<file path="config.mk">
export PLATFORM = sky130hd
export DESIGN_NAME = ex_flag_stage
export DESIGN_NICKNAME = d
export VERILOG_FILES = /design/src/rtl/ex_flag_stage_pkg.sv /design/src/rtl/ex_skid_buf.sv /design/src/rtl/ex_flag_stage.sv
export SDC_FILE = /design/constraint.sdc
export NUM_CORES = 1
export LEC_CHECK = 0
export BUFFER_PORTS_ARGS = -buffer_cell sky130_fd_sc_hd__buf_4
export CORE_ASPECT_RATIO = 1.75
export CORE_UTILIZATION = 51
export DETAILED_ROUTE_END_ITERATION = 12
export PLACE_DENSITY = 0.79
export SKIP_LAST_GASP = 1
export SLEW_MARGIN = 20
export SYNTH_ARGS = -nofsm -noshare
export SYNTH_HDL_FRONTEND = slang
export SYNTH_HIERARCHICAL = 1
export SYNTH_SLANG_ARGS = --single-unit
</file>
<file path="constraint.sdc">
create_clock -name clk -period 1.7 [get_ports clk]
set_input_delay 0.17 -clock clk [delete_from_list [all_inputs] [get_ports clk]]
set_output_delay 0.17 -clock clk [all_outputs]
set_load 0.02 [all_outputs]
</file>
<file path="src/rtl/ex_flag_stage_pkg.sv">
// Shared definitions for the execute-stage back end.
//   - ALU opcode encodings (identical to the ALU's own)
//   - branch condition codes
//   - per-opcode flag-write mask, bit order {Z, OV, N}
//   - skid buffer occupancy states
package ex_flag_stage_pkg;

  localparam logic [2:0] OP_ADD = 3'b000;
  localparam logic [2:0] OP_SUB = 3'b001;
  localparam logic [2:0] OP_XOR = 3'b010;
  localparam logic [2:0] OP_SLL = 3'b011;
  localparam logic [2:0] OP_SRL = 3'b100;
  localparam logic [2:0] OP_SRA = 3'b101;
  localparam logic [2:0] OP_LL  = 3'b110;
  localparam logic [2:0] OP_LH  = 3'b111;

  localparam logic [2:0] BR_NE  = 3'b000;
  localparam logic [2:0] BR_EQ  = 3'b001;
  localparam logic [2:0] BR_GT  = 3'b010;
  localparam logic [2:0] BR_LT  = 3'b011;
  localparam logic [2:0] BR_GE  = 3'b100;
  localparam logic [2:0] BR_LE  = 3'b101;
  localparam logic [2:0] BR_OV  = 3'b110;
  localparam logic [2:0] BR_AL  = 3'b111;

  localparam logic [2:0] FM_NONE = 3'b000;
  localparam logic [2:0] FM_ZN   = 3'b101;
  localparam logic [2:0] FM_ZON  = 3'b111;

  typedef enum logic [1:0] {
    SKID_EMPTY = 2'd0,
    SKID_ONE   = 2'd1,
    SKID_FULL  = 2'd2
  } skid_state_e;

  // Which flags an ALU opcode is allowed to write, {Z, OV, N}.
  function automatic logic [2:0] flag_wmask(input logic [2:0] op);
    logic [2:0] m;
    unique case (op)
      OP_ADD, OP_SUB:                 m = FM_ZON;
      OP_XOR, OP_SLL, OP_SRL, OP_SRA: m = FM_ZN;
      default:                        m = FM_NONE;
    endcase
    return m;
  endfunction

endpackage

</file>
<file path="src/rtl/ex_skid_buf.sv">
// Generic 2-entry skid buffer with valid/ready handshake and flush.
// Ports:
//   clk, rst_n     clock, async active-low reset
//   i_push         upstream entry accepted this cycle (already qualified
//                  with o_in_ready and flush by the owner)
//   i_data         payload to store on i_push
//   i_flush        invalidate both entries on the next edge
//   i_out_ready    downstream accepts the head entry
//   o_in_ready     registered, 1 unless both entries are valid
//   o_out_valid    head entry valid
//   o_data         head entry payload
module ex_skid_buf
  import ex_flag_stage_pkg::*;
#(
  parameter int unsigned PW = 8
) (
  input  logic          clk,
  input  logic          rst_n,
  input  logic          i_push,
  input  logic [PW-1:0] i_data,
  input  logic          i_flush,
  input  logic          i_out_ready,
  output logic          o_in_ready,
  output logic          o_out_valid,
  output logic [PW-1:0] o_data
);

  skid_state_e   r_state;
  skid_state_e   w_next;
  logic [PW-1:0] r_main;
  logic [PW-1:0] r_skid;
  logic          r_in_ready;
  logic          w_load_main;
  logic          w_load_skid;
  logic          w_skid_to_main;

  always_comb begin
    w_next         = r_state;
    w_load_main    = 1'b0;
    w_load_skid    = 1'b0;
    w_skid_to_main = 1'b0;
    if (i_flush) begin
      w_next = SKID_EMPTY;
    end else begin
      unique case (r_state)
        SKID_EMPTY: begin
          if (i_push) begin
            w_next      = SKID_ONE;
            w_load_main = 1'b1;
          end
        end
        SKID_ONE: begin
          if (i_push && i_out_ready) begin
            w_load_main = 1'b1;
          end else if (i_push) begin
            w_next      = SKID_FULL;
            w_load_skid = 1'b1;
          end else if (i_out_ready) begin
            w_next = SKID_EMPTY;
          end
        end
        SKID_FULL: begin
          // o_in_ready is low here, so i_push cannot occur.
          if (i_out_ready) begin
            w_next         = SKID_ONE;
            w_skid_to_main = 1'b1;
          end
        end
        default: w_next = SKID_EMPTY;
      endcase
    end
  end

  always_ff @(posedge clk or negedge rst_n) begin
    if (!rst_n) begin
      r_state    <= SKID_EMPTY;
      r_main     <= '0;
      r_skid     <= '0;
      r_in_ready <= 1'b0;
    end else begin
      r_state    <= w_next;
      // Ready is registered from the next occupancy so it never depends
      // combinationally on i_out_ready.
      r_in_ready <= (w_next != SKID_FULL);
      if (w_load_main) begin
        r_main <= i_data;
      end else if (w_skid_to_main) begin
        r_main <= r_skid;
      end
      if (w_load_skid) begin
        r_skid <= i_data;
      end
    end
  end

  assign o_in_ready  = r_in_ready;
  assign o_out_valid = (r_state != SKID_EMPTY);
  assign o_data      = r_main;

endmodule

</file>
<file path="src/rtl/ex_flag_stage.sv">
// Execute-stage back end: captures the ALU result, maintains the
// architectural Z/OV/N flag register, evaluates branch conditions and
// forwards {result, dst, we, br_taken} through a 2-entry skid buffer.
// Ports:
//   clk, rst_n                  clock, async active-low reset
//   in_valid / in_ready         upstream handshake (in_ready registered)
//   alu_result, alu_z/ov/n      ALU outputs
//   alu_op, is_alu              opcode and ALU-instruction qualifier
//   dst, reg_we                 destination register and write enable
//   br_en, br_cond              conditional branch and condition code
//   flush                       squash buffered entries and current input
//   out_valid / out_ready       downstream handshake
//   out_result, out_dst         head entry payload
//   out_we, out_br_taken        head entry controls, 0 when invalid
//   flag_z, flag_ov, flag_n     architectural flags
module ex_flag_stage
  import ex_flag_stage_pkg::*;
#(
  parameter int unsigned DW = 16,
  parameter int unsigned RW = 4
) (
  input  logic          clk,
  input  logic          rst_n,
  input  logic          in_valid,
  output logic          in_ready,
  input  logic [DW-1:0] alu_result,
  input  logic          alu_z,
  input  logic          alu_ov,
  input  logic          alu_n,
  input  logic [2:0]    alu_op,
  input  logic          is_alu,
  input  logic [RW-1:0] dst,
  input  logic          reg_we,
  input  logic          br_en,
  input  logic [2:0]    br_cond,
  input  logic          flush,
  output logic          out_valid,
  input  logic          out_ready,
  output logic [DW-1:0] out_result,
  output logic [RW-1:0] out_dst,
  output logic          out_we,
  output logic          out_br_taken,
  output logic          flag_z,
  output logic          flag_ov,
  output logic          flag_n
);

  localparam int unsigned PW = DW + RW + 2;

  logic          r_flag_z;
  logic          r_flag_ov;
  logic          r_flag_n;
  logic          w_in_ready;
  logic          w_acc;
  logic          w_cond;
  logic [2:0]    w_wmask;
  logic [PW-1:0] w_payload;
  logic [PW-1:0] w_head;
  logic          w_out_valid;

  assign w_acc   = in_valid & w_in_ready & ~flush;
  assign w_wmask = flag_wmask(alu_op);

  // Condition is evaluated on the flags as they stand before this
  // cycle's update.
  always_comb begin
    w_cond = 1'b0;
    unique case (br_cond)
      BR_NE:   w_cond = ~r_flag_z;
      BR_EQ:   w_cond = r_flag_z;
      BR_GT:   w_cond = ~r_flag_z & ~r_flag_n;
      BR_LT:   w_cond = r_flag_n;
      BR_GE:   w_cond = r_flag_z | ~r_flag_n;
      BR_LE:   w_cond = r_flag_n | r_flag_z;
      BR_OV:   w_cond = r_flag_ov;
      BR_AL:   w_cond = 1'b1;
      default: w_cond = 1'b0;
    endcase
  end

  always_ff @(posedge clk or negedge rst_n) begin
    if (!rst_n) begin
      r_flag_z  <= 1'b0;
      r_flag_ov <= 1'b0;
      r_flag_n  <= 1'b0;
    end else if (w_acc && is_alu) begin
      if (w_wmask[2]) r_flag_z  <= alu_z;
      if (w_wmask[1]) r_flag_ov <= alu_ov;
      if (w_wmask[0]) r_flag_n  <= alu_n;
    end
  end

  assign w_payload = {alu_result, dst, reg_we, br_en & w_cond};

  ex_skid_buf #(
    .PW (PW)
  ) u_skid (
    .clk         (clk),
    .rst_n       (rst_n),
    .i_push      (w_acc),
    .i_data      (w_payload),
    .i_flush     (flush),
    .i_out_ready (out_ready),
    .o_in_ready  (w_in_ready),
    .o_out_valid (w_out_valid),
    .o_data      (w_head)
  );

  assign in_ready     = w_in_ready;
  assign out_valid    = w_out_valid;
  assign out_result   = w_head[PW-1 -: DW];
  assign out_dst      = w_head[RW+1 : 2];
  assign out_we       = w_out_valid & w_head[1];
  assign out_br_taken = w_out_valid & w_head[0];
  assign flag_z       = r_flag_z;
  assign flag_ov      = r_flag_ov;
  assign flag_n       = r_flag_n;

endmodule

</file>
==> flow_metrics.py, run 1 <==
metrics = {
    "status": {
        "outcome": "finished, final reports clean",
    },
    "worst_setup_path": {
        "worstSetupEndpointType": "flip-flop",
        "worstPathMaxFanout": 18,
        "worstSetupPathType": "reg2reg",
        "required_ps": 1900,
        "arrival_ps": 1850,
        "crit_path_start_kind": "flip-flop",
        "r2r_slack_ps": 50,
    },
    "global_routing": {
        "grt_usage_pct": 21.4,
        "grt_pass1_wl_um": 7130,
        "grt_remaining_overflow": 0,
        "grt_pass1_vias": 1530,
        "antenna_found_initial": 0,
        "grt_max_degree": 51,
    },
    "logic_synthesis": {
        "synth_area_mm2": 0.00218,
        "syn_avg_cell_area_um2": 13.7,
        "ys_top_cells_by_count": "50 x dfrtp_1, 26 x mux2_2, 22 x a221o_1, 12 x and2_0, 12 x and2_1",
        "ys_types": 30,
        "yosysMostFrequentCell": "dfrtp_1",
        "synthCells": 159,
        "syn_nets": 196,
        "synth_edf_count": 0,
        "yosys.area.top_type_share_pct": 57.4,
        "yosys-top-cells-area": "dfrtp_1 57%, mux2_2 13%, a221o_1 10%",
        "async_reset_ff_share_pct": 100,
        "ys_ff_latch": 50,
        "ys.warnings.count": 6,
        "ys.flop_type": "dfrtp_1",
        "yosysTopAreaCell": "dfrtp_1",
        "seq_area_frac_synth_pct": 57.4,
    },
    "sta": {
        "setup_ws_ps": 48.3,
        "fmax_ghz": 0.605,
        "hold_viol_final": 0,
        "grt_setup_unrepaired": "true",
        "period_needed_ps": 1650,
        "fin_crit_sh_pct": 97.2,
        "skew_ps": 8.16,
        "tightest_slew_ps": 608,
        "finalMaxSlewViolations": 0,
        "setup-tns-final_ps": 0,
        "relSlewSlack_pct": 59.5,
        "setup_viol": 0,
        "whs_ps": 53.2,
    },
    "routing": {
        "wire_per_inst_um": 16.9,
        "drt_iter0_markers": 60,
        "wirelength_um": 4640,
        "avgViaCountPerCell": 5.70,
        "ant_nets": 0,
        "drt-pass1-iter-count": 4,
        "route.detailed.drc": 0,
        "vias": 1562,
    },
    "final_layout": {
        "synthToLayoutAreaGrowth_pct": 28.9,
        "fillers": 341,
        "fin_nets": 261,
        "diodes": 0,
        "stdcell_area_mm2": 0.00281,
        "layout.cells.non_filler": 274,
        "drive_above_1_share_pct": 47.6,
    },
    "power": {
        "p_comb_share_pct": 23.7,
        "internal_power_w": 0.00203,
        "seq_power_share_pct": 52.4,
        "p_leak_nw": 1.35,
        "p_sw_share_pct": 28.7,
        "p_per_area_mw_per_mm2": 1010,
        "p_sw_w": 0.000818,
        "clockPowerShare_pct": 23.9,
        "vdd_drop_max_mv": 0.769,
    },
    "floorplan": {
        "core-area_mm2": 0.00411,
        "row_count": 31,
        "start_util_pct": 53.0,
        "die_w_um": 51.4,
        "boundaryPins": 64,
        "dieArea_mm2": 0.00455,
        "die_y_um": 88.5,
    },
    "place": {
        "hpwlAfterDp_um": 3220,
        "dp_slack_ps": 35.3,
        "placedInstanceArea_mm2": 0.00269,
        "dp_cells": 264,
        "port_buffers": 62,
        "routabilityCongestion": 0.702,
    },
    "clock_tree": {
        "cts_tree": "yes",
        "root_buffer": "clkbuf_8",
        "clockBufferDepth": 2,
        "cts.sink_count": 50,
        "cts_htree_levels": 2,
        "clock_latency_ps": 310,
        "clk_pin_slew_ps": 90,
        "cts_buffers": 5,
        "cts_setup_buffers": 0,
    },
    "worst_hold_path": {
        "min_path_type": "in2reg",
    },
    "flow_run": {
        "maxCapViolations": 0,
    },
}
==> cells in the final DEF (no fill, tap or decap), drive strengths merged, types with 2 or more instances in the layout <==
master / count
dfrtp: 50
nor2b: 2
and2: 24
clkbuf: 5
a31oi: 2
inv: 2
nor3: 2
mux2: 26
clkinv: 2
a21oi: 2
a221o: 22
or3: 2
a211oi: 2
nand2b: 3
buf: 64
nor2: 2
==> worst paths after layout <==
path / startpoint / end / cells after the start
hold reg to reg: u_skid/r_skid[4] / u_skid/r_skid[4] / 1
min in group asynchronous: rst_n / u_skid/o_data[5] / 2
setup / recovery: u_skid/o_in_ready / u_skid/r_skid[10] / 6
setup reg to reg: u_skid/o_in_ready / u_skid/r_skid[10] / 6
hold / removal: out_ready / u_skid/r_state[1] / 2
max in group asynchronous: rst_n / u_skid/r_skid[18] / 2
==> per-stage QoR <==
stage	total power [W]	utilization (%)
after floorplan	0.00185	-
after global placement	0.00215	65.4
after detailed placement	0.00219	65.4
after CTS	0.00287	67.9
after global routing	0.00300	68.4
final	0.00285	68.4
==> flip-flops by register name, indices dropped and copies added, names as in the netlist <==
| signal | cells |
|---|---|
| u_skid/o_data | 22 |
| flag_ov | 1 |
| u_skid/r_state | 2 |
| flag_z | 1 |
| u_skid/o_in_ready | 1 |
| flag_n | 1 |
| u_skid/r_skid | 22 |
==> worst max-delay path: stages, from the launching register on <==
cell and delay [ps]:
dfrtp_1 380, nand2_1 60, nor2_1 120, nor2b_4 300, nand3_1 200, buf_12 210
mux2_2 280
==> cell type report <==
cell class / instances / area [um2] / area share [%]
Sequential cell: 50 / 1250 / 44.5
Multi-Input combinational cell: 100 / 898 / 32.0
Timing Repair Buffer: 65 / 503 / 17.9
Clock buffer: 5 / 68.8 / 2.45
Tap cell: 49 / 61.3 / 2.18
Clock inverter: 3 / 21.3 / 0.757
Inverter: 2 / 7.51 / 0.267
==> power by group through the flow <==
stage	clock network, W	registers, W	logic [W]
floorplan	0	0.00161	0.000238
global placement	0	0.00150	0.000647
detailed placement	0	0.00152	0.000675
CTS	0.000702	0.00149	0.000677
global route	0.000760	0.00151	0.000720
finish	0.000679	0.00149	0.000675
==> logic make-up after synthesis <==
group,count (synthesis),synth area share (%)
multiplexers,26,13.4
flip-flops,50,57.4
buffers and inverters,10,2.41
AND/OR/NAND/NOR,42,13.0
AO/OA/AOI/OAI,31,13.8
==> metal layers <==
layer	global-route usage [%]	wire [um]
met1	24.6	1810
met5	0	0
met4	8.85	85
met3	4.98	222
met2	37.4	2530
==> timing repair <==
action                                  4_1_cts  5_1_grt
endpoints found under the setup margin        0       22
hold buffers                                  1        0
endpoints found under the hold margin        50        0
gates resized for setup                       0        1
(Power assumes the default switching activity.)
==> run 2: changes to the inputs <==
==> constraint.sdc (replaced) <==
create_clock -name clk -period 1.7 [get_ports clk]
set_input_delay 0.255 -clock clk [delete_from_list [all_inputs] [get_ports clk]]
set_output_delay 0.255 -clock clk [all_outputs]
set_load 0.02 [all_outputs]
==> run 2 against run 1 <==
Worst setup slack better by 31 ps. Clock power is 14% higher. Wire length is 2.2% higher. Final cell count is 0.73% higher. Hold slack better by 87 ps. Clock-buffer cell count is 3 higher. Sequential cell count stayed put. Die area stayed put. Power is 3.6% higher. Clock skew is 4.9 ps lower. Register-to-register slack better by 50 ps. Fmax is 1.9% higher.
==> flow_metrics.py, run 2 (same netlist as run 1, synthesis figures left out) <==
metrics = {
    "power": {
        "p_per_area_mw_per_mm2": 1040,
        "p_sw_w": 0.000796,
        "p_leak_nw": 1.37,
        "p_sw_share_pct": 27.0,
        "vdd_drop_max_mv": 0.840,
        "p_total_w": 0.00295,
        "p_comb_share_pct": 23.1,
        "seq_power_share_pct": 50.6,
        "clockPowerShare_pct": 26.3,
        "internal_power_w": 0.00215,
    },
    "sta": {
        "fmax_ghz": 0.617,
        "setup-tns-final_ps": 0,
        "relSlewSlack_pct": 57.8,
        "finalMaxSlewViolations": 0,
        "tightest_slew_ps": 632,
        "fin_crit_sh_pct": 95.3,
        "setup_viol": 0,
        "period_needed_ps": 1620,
        "grt_setup_unrepaired": "false",
        "skew_ps": 3.24,
        "hold_viol_final": 0,
    },
    "clock_tree": {
        "cts_htree_levels": 2,
        "root_buffer": "clkbuf_8",
        "cts_tree": "yes",
        "clock_latency_ps": 290,
        "clockBufferDepth": 2,
        "cts.sink_count": 50,
        "cts_buffers": 5,
        "clk_pin_slew_ps": 80,
    },
    "routing": {
        "route.detailed.drc": 0,
        "wirelength_um": 4750,
        "wl_met1_um": 1840,
        "vias": 1574,
        "drt_iter0_markers": 23,
        "routed.top_layer": "met4",
        "ant_nets": 0,
        "wire_per_inst_um": 17.2,
        "wl_met3_um": 232,
        "avgViaCountPerCell": 5.70,
        "drt-pass1-iter-count": 4,
        "routed-wl-met2_um": 2630,
    },
    "worst_setup_path": {
        "r2r_slack_ps": 100,
        "worstSetupEndpointType": "primary output",
        "crit_chain": "or2_2 -> and2_1 -> buf_4",
        "ff2ff_path_depth": 3,
        "required_ps": 1440,
        "rr_startpoint": "u_skid/r_state[0]",
        "arrival_ps": 1370,
        "slowest_stage": "dfrtp_2",
        "worstSetupPathType": "reg2out",
        "endpoint": "out_we",
        "startpoint": "u_skid/r_state[0]",
        "worstPathMaxFanout": 6,
        "r2r_end": "u_skid/o_data[18]",
        "cpPeakStageDelay_ps": 450,
        "crit_path_start_kind": "flip-flop",
    },
    "floorplan": {
        "core-area_mm2": 0.00411,
        "row_count": 31,
        "start_util_pct": 53.0,
        "boundaryPins": 64,
        "die_y_um": 88.5,
        "die_w_um": 51.4,
        "dieArea_mm2": 0.00455,
    },
    "final_layout": {
        "final_common_cell": "buf_4",
        "fillers": 310,
        "synthToLayoutAreaGrowth_pct": 30.0,
        "layout_common_cells": "66 x buf_4, 49 x dfrtp_1, 26 x mux2_2, 22 x a221o_1",
        "fin_nets": 263,
        "multi_input_area_um2": 898,
        "drive_above_1_share_pct": 48.5,
        "diodes": 0,
        "ff_latch_area_mm2": 0.00125,
    },
    "place": {
        "hpwlAfterDp_um": 3200,
        "routabilityCongestion": 0.708,
        "port_buffers": 62,
    },
    "status": {
        "outcome": "finished, final reports clean",
    },
    "worst_hold_path": {
        "min_path_type": "in2reg",
        "hp-start": "flush",
    },
    "global_routing": {
        "grt_pass1_vias": 1592,
        "grt_pass1_wl_um": 7570,
        "grt_remaining_overflow": 0,
        "grt_max_degree": 51,
        "grt_usage_pct": 22.4,
        "antenna_found_initial": 0,
    },
    "flow_run": {
        "maxCapViolations": 0,
    },
}
==> run 2: changes by cell type in the layout (fill, tap and decap cells not counted), sizes merged <==
cell	change
clkinvlp	-1
clkinv	-2
clkbuf	+3
buf	+2
==> run 2: routing by layer <==
layer / global-route usage, % / vias to the layer above
li1: - / 732
met1: 26.5 / 783
met2: 40.5 / 52
met3: 4.81 / 7
met4: 5.90 / 0
met5: 0 / -
==> run 2: worst max-delay path: cells and delay by family (launching register included) <==
family	cells	cell delay, ps
buffers and inverters	1	150
flip-flops	1	450
AND/OR/NAND/NOR	2	480
==> run 2: power groups by stage <==
stage,Clock [W],Combinational (W),Sequential [W]
finish,0.000775,0.000681,0.00149
global route,0.000855,0.000730,0.00152
CTS,0.000804,0.000683,0.00149
detailed placement,0,0.000673,0.00152
global placement,0,0.000647,0.00150
floorplan,0,0.000238,0.00161
==> run 2: what timing repair did <==
item	in CTS	in global routing
setup endpoints to repair	18	30
pin swaps	1	0
resized for setup	0	2
hold buffers	1	0
hold endpoints to repair	50	0
gates cloned	1	0
buffers inserted	0	2
==> run 2: worst min-delay path by stage <==
stage / cells after the start / endpoint / slack, ps
after floorplan: 0 / flag_n / -40
after global placement: 1 / u_skid/r_skid[5] / 300
after detailed placement: 1 / u_skid/o_data[5] / 310
after CTS: 2 / u_skid/r_state[1] / 130
after global routing: 2 / u_skid/r_state[0] / 140
final: 2 / u_skid/r_state[0] / 140
==> run 2: cell type report <==
cell class	instances	share of cell area (%)
Clock buffer	8	3.88
Sequential cell	50	44.2
Multi-Input combinational cell	100	31.7
Timing Repair Buffer	67	17.8
Tap cell	49	2.16
Inverter	2	0.265
==> run 2: through the flow <==
| step | util, % | instances | instance area [um2] | hold WS (ps) | setup slack (ps) |
|---|---|---|---|---|---|
| 3_5_place_dp | 65.1 | 264 | 2680 | 310 | -3.85 |
| 4_1_cts | 68.4 | 274 | 2810 | 132 | 32.9 |
| 2_1_floorplan | - | 159 | 2180 | -40.6 | 110 |
| 6_report | 69.0 | 276 | 2840 | 140 | 79.3 |
| 3_3_place_gp | 65.1 | 264 | 2680 | 298 | 75.2 |
| 5_1_grt | 69.0 | 276 | 2840 | 142 | 11.3 |
